===== src/rtl/red_pitaya_normalizer_ctrl_pkg.sv =====
// Shared types and widths for the normalizer sequencer.
package red_pitaya_normalizer_ctrl_pkg;

  localparam int unsigned StateBits = 3;
  localparam int unsigned RetryBits = 4;

  // State codes are visible on state_o, so their values are fixed.
  typedef enum logic [StateBits-1:0] {
    StIdle    = 3'd0,
    StPreset  = 3'd1,
    StSettle  = 3'd2,
    StAcquire = 3'd3,
    StLocked  = 3'd4,
    StRetry   = 3'd5,
    StFault   = 3'd6
  } state_e;

endpackage


===== src/rtl/red_pitaya_normalizer_gain_ramp.sv =====
// Prescaled, saturating step-toward-target gain register.
module red_pitaya_normalizer_gain_ramp #(
  parameter int unsigned GAINBITS  = 16,
  parameter int unsigned RAMPSHIFT = 10
) (
  input  logic                       clk_i,
  input  logic                       rst_i,
  input  logic                       clear_i,
  input  logic                       enable_i,
  input  logic signed [GAINBITS-1:0] target_i,
  input  logic        [GAINBITS-2:0] step_i,
  output logic signed [GAINBITS-1:0] gain_o
);

  logic        [RAMPSHIFT-1:0] presc_q, presc_d;
  logic signed [GAINBITS-1:0]  gain_q, gain_d;
  logic signed [GAINBITS:0]    gain_ext, target_ext, step_ext, up_sum, dn_sum;
  logic                        tick;

  // Next prescaler count and gain; sums are one bit wider so they never wrap.
  always_comb begin
    gain_ext   = {gain_q[GAINBITS-1], gain_q};
    target_ext = {target_i[GAINBITS-1], target_i};
    step_ext   = {2'b00, step_i};
    up_sum     = gain_ext + step_ext;
    dn_sum     = gain_ext - step_ext;
    tick       = (presc_q == '1);
    presc_d    = presc_q;
    gain_d     = gain_q;
    if (clear_i) begin
      presc_d = '0;
      gain_d  = '0;
    end else if (enable_i) begin
      presc_d = presc_q + RAMPSHIFT'(1);
      if (tick) begin
        if (gain_ext < target_ext) begin
          gain_d = (up_sum > target_ext) ? target_i : up_sum[GAINBITS-1:0];
        end else if (gain_ext > target_ext) begin
          gain_d = (dn_sum < target_ext) ? target_i : dn_sum[GAINBITS-1:0];
        end
      end
    end
  end

  // Prescaler and gain registers.
  always_ff @(posedge clk_i) begin
    if (rst_i) begin
      presc_q <= '0;
      gain_q  <= '0;
    end else begin
      presc_q <= presc_d;
      gain_q  <= gain_d;
    end
  end

  assign gain_o = gain_q;

endmodule


===== src/rtl/red_pitaya_normalizer_ctrl.sv =====
// Sequencer for one normalizer: preset, settle, gain ramp, lock watch, retry and fault.
module red_pitaya_normalizer_ctrl
  import red_pitaya_normalizer_ctrl_pkg::*;
#(
  parameter int unsigned SIGNALBITS = 14,
  parameter int unsigned GAINBITS   = 16,
  parameter int unsigned CNTBITS    = 24,
  parameter int unsigned RAMPSHIFT  = 10
) (
  input  logic                         clk_i,
  input  logic                         rst_i,
  input  logic                         enable_i,
  input  logic signed [GAINBITS-1:0]   gain_target_i,
  input  logic        [GAINBITS-2:0]   gain_step_i,
  input  logic signed [15:0]           ival_i,
  input  logic        [CNTBITS-1:0]    settle_cycles_i,
  input  logic        [SIGNALBITS-2:0] lock_thresh_i,
  input  logic        [CNTBITS-1:0]    lock_count_i,
  input  logic        [CNTBITS-1:0]    unlock_count_i,
  input  logic        [RetryBits-1:0]  max_retries_i,
  input  logic signed [SIGNALBITS-1:0] error_i,
  output logic                         filter_on_o,
  output logic signed [GAINBITS-1:0]   gain_o,
  output logic                         ival_write_o,
  output logic signed [15:0]           set_ival_o,
  output logic        [StateBits-1:0]  state_o,
  output logic                         locked_o,
  output logic                         fault_o,
  output logic        [RetryBits-1:0]  retries_o
);

  state_e                 state_q, state_d;
  logic [CNTBITS-1:0]     settle_cnt_q, settle_cnt_d;
  logic [CNTBITS-1:0]     lock_cnt_q, lock_cnt_d;
  logic [CNTBITS-1:0]     unlock_cnt_q, unlock_cnt_d;
  logic [RetryBits-1:0]   retries_q, retries_d;
  logic                   filter_on_q, filter_on_d;
  logic                   ival_write_q, ival_write_d;
  logic signed [15:0]     set_ival_q, set_ival_d;
  logic                   locked_q, locked_d;
  logic                   fault_q, fault_d;

  logic [SIGNALBITS-2:0]  err_mag;
  logic                   err_in;
  logic [CNTBITS:0]       settle_inc, lock_inc, unlock_inc;
  logic                   settle_done, lock_hit, unlock_hit;
  logic                   ramp_active, ramp_clear;

  // One's-complement magnitude keeps the most negative code inside SIGNALBITS-1 bits.
  always_comb begin
    err_mag     = error_i[SIGNALBITS-1] ? ~error_i[SIGNALBITS-2:0] : error_i[SIGNALBITS-2:0];
    err_in      = (err_mag <= lock_thresh_i);
    settle_inc  = {1'b0, settle_cnt_q} + (CNTBITS+1)'(1);
    lock_inc    = {1'b0, lock_cnt_q} + (CNTBITS+1)'(1);
    unlock_inc  = {1'b0, unlock_cnt_q} + (CNTBITS+1)'(1);
    settle_done = (settle_inc >= {1'b0, settle_cycles_i});
    lock_hit    = (lock_count_i == '0) || (err_in && (lock_inc >= {1'b0, lock_count_i}));
    unlock_hit  = (unlock_count_i == '0) || (!err_in && (unlock_inc >= {1'b0, unlock_count_i}));
  end

  // Next-state and counter logic; enable_i low overrides every transition.
  always_comb begin
    state_d      = state_q;
    settle_cnt_d = settle_cnt_q;
    lock_cnt_d   = lock_cnt_q;
    unlock_cnt_d = unlock_cnt_q;
    retries_d    = retries_q;
    case (state_q)
      StIdle: if (enable_i) state_d = StPreset;
      StPreset: begin
        state_d      = StSettle;
        settle_cnt_d = '0;
      end
      StSettle: begin
        if (settle_done) begin
          state_d    = StAcquire;
          lock_cnt_d = '0;
        end else begin
          settle_cnt_d = settle_inc[CNTBITS-1:0];
        end
      end
      StAcquire: begin
        if (lock_hit) begin
          state_d      = StLocked;
          lock_cnt_d   = '0;
          unlock_cnt_d = '0;
        end else begin
          lock_cnt_d = err_in ? lock_inc[CNTBITS-1:0] : '0;
        end
      end
      StLocked: begin
        if (unlock_hit) begin
          unlock_cnt_d = '0;
          if (retries_q < max_retries_i) begin
            state_d   = StRetry;
            retries_d = retries_q + RetryBits'(1);
          end else begin
            state_d = StFault;
          end
        end else begin
          unlock_cnt_d = err_in ? '0 : unlock_inc[CNTBITS-1:0];
        end
      end
      StRetry: state_d = StPreset;
      StFault: state_d = StFault;
      default: state_d = StIdle;
    endcase
    if (!enable_i) state_d = StIdle;
    if (state_d == StIdle) begin
      settle_cnt_d = '0;
      lock_cnt_d   = '0;
      unlock_cnt_d = '0;
      retries_d    = '0;
    end
  end

  // Outputs are decoded from the next state so they change on the transition edge.
  always_comb begin
    filter_on_d  = (state_d == StAcquire) || (state_d == StLocked);
    ival_write_d = (state_d == StPreset);
    set_ival_d   = (state_d == StPreset) ? ival_i : '0;
    locked_d     = (state_d == StLocked);
    fault_d      = (state_d == StFault);
    ramp_active  = filter_on_d;
    // Restart the prescaler on ACQUIRE entry so the first tick is a full period away.
    ramp_clear   = !ramp_active || ((state_d == StAcquire) && (state_q != StAcquire));
  end

  // State, counters and registered outputs.
  always_ff @(posedge clk_i) begin
    if (rst_i) begin
      state_q      <= StIdle;
      settle_cnt_q <= '0;
      lock_cnt_q   <= '0;
      unlock_cnt_q <= '0;
      retries_q    <= '0;
      filter_on_q  <= 1'b0;
      ival_write_q <= 1'b0;
      set_ival_q   <= '0;
      locked_q     <= 1'b0;
      fault_q      <= 1'b0;
    end else begin
      state_q      <= state_d;
      settle_cnt_q <= settle_cnt_d;
      lock_cnt_q   <= lock_cnt_d;
      unlock_cnt_q <= unlock_cnt_d;
      retries_q    <= retries_d;
      filter_on_q  <= filter_on_d;
      ival_write_q <= ival_write_d;
      set_ival_q   <= set_ival_d;
      locked_q     <= locked_d;
      fault_q      <= fault_d;
    end
  end

  red_pitaya_normalizer_gain_ramp #(
    .GAINBITS  (GAINBITS),
    .RAMPSHIFT (RAMPSHIFT)
  ) u_gain_ramp (
    .clk_i    (clk_i),
    .rst_i    (rst_i),
    .clear_i  (ramp_clear),
    .enable_i (ramp_active),
    .target_i (gain_target_i),
    .step_i   (gain_step_i),
    .gain_o   (gain_o)
  );

  assign filter_on_o  = filter_on_q;
  assign ival_write_o = ival_write_q;
  assign set_ival_o   = set_ival_q;
  assign state_o      = state_q;
  assign locked_o     = locked_q;
  assign fault_o      = fault_q;
  assign retries_o    = retries_q;

endmodule


===== config.mk =====
export PLATFORM = sky130hd
export DESIGN_NAME = red_pitaya_normalizer_ctrl
export DESIGN_NICKNAME = d
export VERILOG_FILES = /design/src/rtl/red_pitaya_normalizer_ctrl_pkg.sv /design/src/rtl/red_pitaya_normalizer_gain_ramp.sv /design/src/rtl/red_pitaya_normalizer_ctrl.sv
export SDC_FILE = /design/constraint.sdc
export NUM_CORES = 1
export LEC_CHECK = 0
export CAP_MARGIN = 10
export CORE_ASPECT_RATIO = 0.9
export CORE_MARGIN = 5
export CORE_UTILIZATION = 50
export DETAILED_ROUTE_END_ITERATION = 8
export MAX_ROUTING_LAYER = met4
export PLACE_DENSITY = 0.84
export SLEW_MARGIN = 5
export SYNTH_ARGS = -nofsm -noshare
export SYNTH_HDL_FRONTEND = slang
export SYNTH_HIERARCHICAL = 1
export SYNTH_SLANG_ARGS = --single-unit

===== constraint.sdc =====
create_clock -name clk_i -period 7.8 [get_ports clk_i]
set_input_delay 1.56 -clock clk_i [delete_from_list [all_inputs] [get_ports clk_i]]
set_output_delay 1.56 -clock clk_i [all_outputs]
set_load 0.01 [all_outputs]

==> summary.md, run 1 <==
| Metric | Value |
|---|---|
| Max Clock Freq | `0.142 GHz` |
| Worst Setup SP | `unlock_cnt_q[0]` |
| Post-Synth XOR/XNOR Area | `7.52%` |
| Initial antenna violation count | `1` |
| Initial Utilization | `50.9%` |
| Total design power | `between 1.5 and 2 mW` |
| Share of the synthesized area in the top cell type | `21.1%` |
| RD Place Congestion | `0.988` |
| CTS H-tree depth | `4` |
| CTS buffer count | `17` |
| Critical path data required time | `8110 ps` |
| CP arrival | `7340 ps` |
| Layout Nets | `2,011` |
| Unrepaired setup endpoints after global routing | `no` |
| Yosys top cell by area | `dfxtp_1` |
| CP Class | `flop to flop` |
| Synth top area cells | `dfxtp_1 (21%), ha_1 (18%), inv_1 (5.0%), a21oi_1 (4.6%), xnor2_1 (4.1%)` |
| Synth Area per Inst | `7.81 sq um` |
| Power share of the combinational group | `around 18%` |
| Largest family of logic cells by synthesized area | `simple AND/OR/NAND/NOR gates` |
| 1st-pass router iterations | `6` |
| Final Hold Vio Count | `0` |
| Sequential area share after synthesis | `between 20% and 30%` |
| Resized Gates After CTS | `0` |
| Vias post-DR | `12,100` |
| Routed Antenna Nets | `0` |
| Fin crit share | `approximately nine tenths` |
| Critical path endpoint category | `flop` |
| Slew at the pin closest to its max-slew limit | `1140 ps` |
| Syn Nets | `1,846` |
| MaxCap Viol Count | `0` |
| Root Buffer | `clkbuf_16` |
| Worst hold slack | `approximately 500 ps` |
| Netlist cell types | `between 80 and 90` |
| Port Buffers | `195` |
| Gate Count Post-Synth | `roughly 1,500` |
| Critical path launch point type | `flop` |
| Mux cell area share after synthesis | `0.337%` |
| HPWL after DPL | `27,700 um` |
| Total Neg Setup Slack | `0 ps` |
| Sequential share of power | `36.6%` |
| Adder-cell share of the synthesized area | `18.5%` |
| DR WL/cell | `17.6 um` |
| Layout area overhead | `23.1%` |
| Peak VDD IR | `approximately 0.13 mV` |
| Outcome | `completed` |
| Cts-stage hold buffer count | `0` |
| Worst Hold Launch | `unlock_cnt_q[22]` |
| Syn Std Cell Area | `0.0119 sq mm` |
| Chip Height | `156 um` |
| Gr usage total | `26.0%` |
| Crit path max fanout | `19` |
| Clock Tree Buf Depth | `2` |
| Compound-Gate Fraction of Synth Area | `between 20% and 30%` |
| Die area | `between 0.02 and 0.03 sq mm` |
| Post-CTS setup repair buffer count | `0` |
| DRT iter0 DRCs | `1,031` |
| Setup violators final | `0` |
| Rows | `53` |
| Switching power | `0.510 mW` |
| Post-synthesis simple-gate area fraction | `23.6%` |
| Clock-pin transition on the worst setup and hold timing paths | `70 ps` |
| Switching Share | `28.9%` |
| Fraction of layout cells with a size suffix above 1 | `5.36%` |
| Pin count of the biggest net entering global routing | `61` |
| Int Power | `between 1 and 1.5 mW` |
| Fill count | `between 1,500 and 2,000` |
| Synth warn | `6` |
| CORE AREA | `0.0233 sq mm` |
| Leakage | `6.50 nW` |
| Worst hold-check path type | `flop to flop` |
| Vias per cell | `6.05` |
| Clock latency on the worst-skew pair | `430 ps` |
| Total grt overflow | `0` |
| Clk network pwr share | `45.5%` |
| EDFF count, synth | `0` |
| Vias in the first global route | `11,400` |
| DRC viols | `0` |
| Async SR Flop Fraction | `0%` |
| Relative slew slack | `between 20% and 30%` |
| Skew final | `6.58 ps` |
| Final min period | `about 7000 ps` |
| Slew Viols, Final | `0` |
| TritonCTS clock tree | `built` |
| Die X | `between 150 and 200 um` |
| I/O Pins | `196` |
| Register bit total from synthesis | `125` |
| Reg2reg start | `unlock_cnt_q[0]` |
| Power Density | `between 100 and 150 mW/mm^2` |
| Total wire length | `approximately 35,000 um` |
| First-pass GRT wire length | `55,800 um` |
| Main synth FF type | `dfxtp_1` |
| CTS Sinks | `125` |
per-layer routing:
layer | share of wire [%] | track usage, %
met3 | 7.1 | 3.98
met2 | 46 | 41.4
met5 | 0 | -
met1 | 45 | 34.6
met4 | 1.6 | 7.00
power by group through the flow:
| stage | Combinational [mW] | Sequential, mW | Clock [mW] |
|---|---|---|---|
| after floorplan | 0.167 | 0.661 | 0 |
| after global placement | 0.300 | 0.661 | 0 |
| after detailed placement | 0.310 | 0.662 | 0 |
| after CTS | 0.313 | 0.647 | 0.809 |
| after global routing | 0.349 | 0.648 | 0.839 |
| final | 0.316 | 0.647 | 0.803 |
cell usage in the layout, fill, tap and decap left out, types with 5 or more instances in the layout:
master and instances:
clkdlybuf4s50_1 195, ha_1 172, inv_1 158, dfxtp_1 125, nor2_1 115, a21oi_1 110
nand2_1 88, o21ai_0 63, xnor2_1 56, nand3_1 54, xor2_1 44, nor3_1 40
nand4_1 37, a21o_1 31, and3_1 30, a211oi_1 28, a22oi_1 24, nor4_1 21
nor2b_1 18, clkbuf_16 17, o21a_1 16, o21ai_1 16, and2_1 15, or3_1 14
or2_2 13, nand2b_1 12, and4_1 11, a221oi_1 11, a31oi_1 11, nor4b_1 11
nor4b_2 7, o22ai_1 7, inv_6 7, nor3b_1 6, nand3b_1 5, o31ai_1 5
buf_4 5
sequential cells by signal, summed over array words and instances (netlist names):
| register | flops |
|---|---|
| fault_o | 1 |
| filter_on_o | 1 |
| ival_write_o | 1 |
| lock_cnt_q | 24 |
| locked_o | 1 |
| retries_o | 4 |
| set_ival_o | 16 |
| settle_cnt_q | 24 |
| state_o | 3 |
| u_gain_ramp/gain_o | 16 |
| u_gain_ramp/presc_q | 10 |
| unlock_cnt_q | 24 |
stage by stage:
stage                     instances  worst slack, ps  util (%)  cell area [sq um]
after global placement         1966             1130      60.0              14000
after floorplan                1519             2220         -              11900
final                          2000              765      62.6              14600
after detailed placement       1966              862      60.0              14000
after global routing           2000              320      62.6              14600
after CTS                      1998              904      62.5              14600
worst paths after layout:
path / slack (ps) / endpoint / depth (start not counted)
max: 770 / u_gain_ramp/gain_o[14] / 22
min: 490 / unlock_cnt_q[22] / 2
min reg2reg: 490 / unlock_cnt_q[22] / 2
max reg2reg: 770 / u_gain_ramp/gain_o[14] / 22
Yosys cell counts, types with 15 or more instances:
master,instances
a211oi_1,28
a21o_1,31
a21oi_1,110
a22oi_1,24
and2_1,15
and3_1,30
clkbuf_1,37
dfxtp_1,125
ha_1,172
inv_1,158
nand2_1,88
nand3_1,54
nand4_1,37
nor2_1,116
nor2b_1,18
nor3_1,40
nor4_1,21
o21a_1,16
o21ai_0,63
o21ai_1,16
xnor2_1,56
xor2_1,44
critical path, stage by stage, from the launching register on:
cell and delay [ps]:
dfxtp_1 460, ha_1 310, nand3_2 190, nor4_4 500, and3_1 240, nand3_1 270
o21a_1 280, or2_2 300, ha_1 290, nand4_1 150, nor4_2 400, o211ai_1 150
a21o_1 210, a32oi_2 620, nor3b_1 370, o31ai_1 130, o22ai_2 280, and3_1 280
nand4_1 130, a31oi_2 680, inv_1 250, a221oi_1 310, a21oi_1 110
logic make-up after synthesis:
group | Yosys count
DFF | 125
buffers and inverters | 215
xor gates and xnor gates | 101
and+or+nand+nor | 515
AOI/OAI and AO/OA | 385
adders and majority gates | 174
muxes | 4
layout make-up:
type	instances	area, sq um	share of cell area [%]
antenna	1	2.50	0.0171
sequential	125	2500	17.1
multi-input combinational	1179	8540	58.5
clock buffer	18	439	3.01
tap	302	378	2.59
timing repair buffer	201	2000	13.7
inverter	160	601	4.11
clock inverter	14	146	1.00
Note: power is estimated with default switching activity, not from simulation.
==> run 2, diff against run 1 <==
--- a/config.mk
+++ b/config.mk
@@ -10,6 +10,7 @@
 export CORE_MARGIN = 5
 export CORE_UTILIZATION = 50
 export DETAILED_ROUTE_END_ITERATION = 8
+export HOLD_SLACK_MARGIN = 0.15
 export MAX_ROUTING_LAYER = met4
 export PLACE_DENSITY = 0.84
 export SLEW_MARGIN = 5
==> results of run 2 <==
Final layout, timing and power as in run 1 (identical DEF).
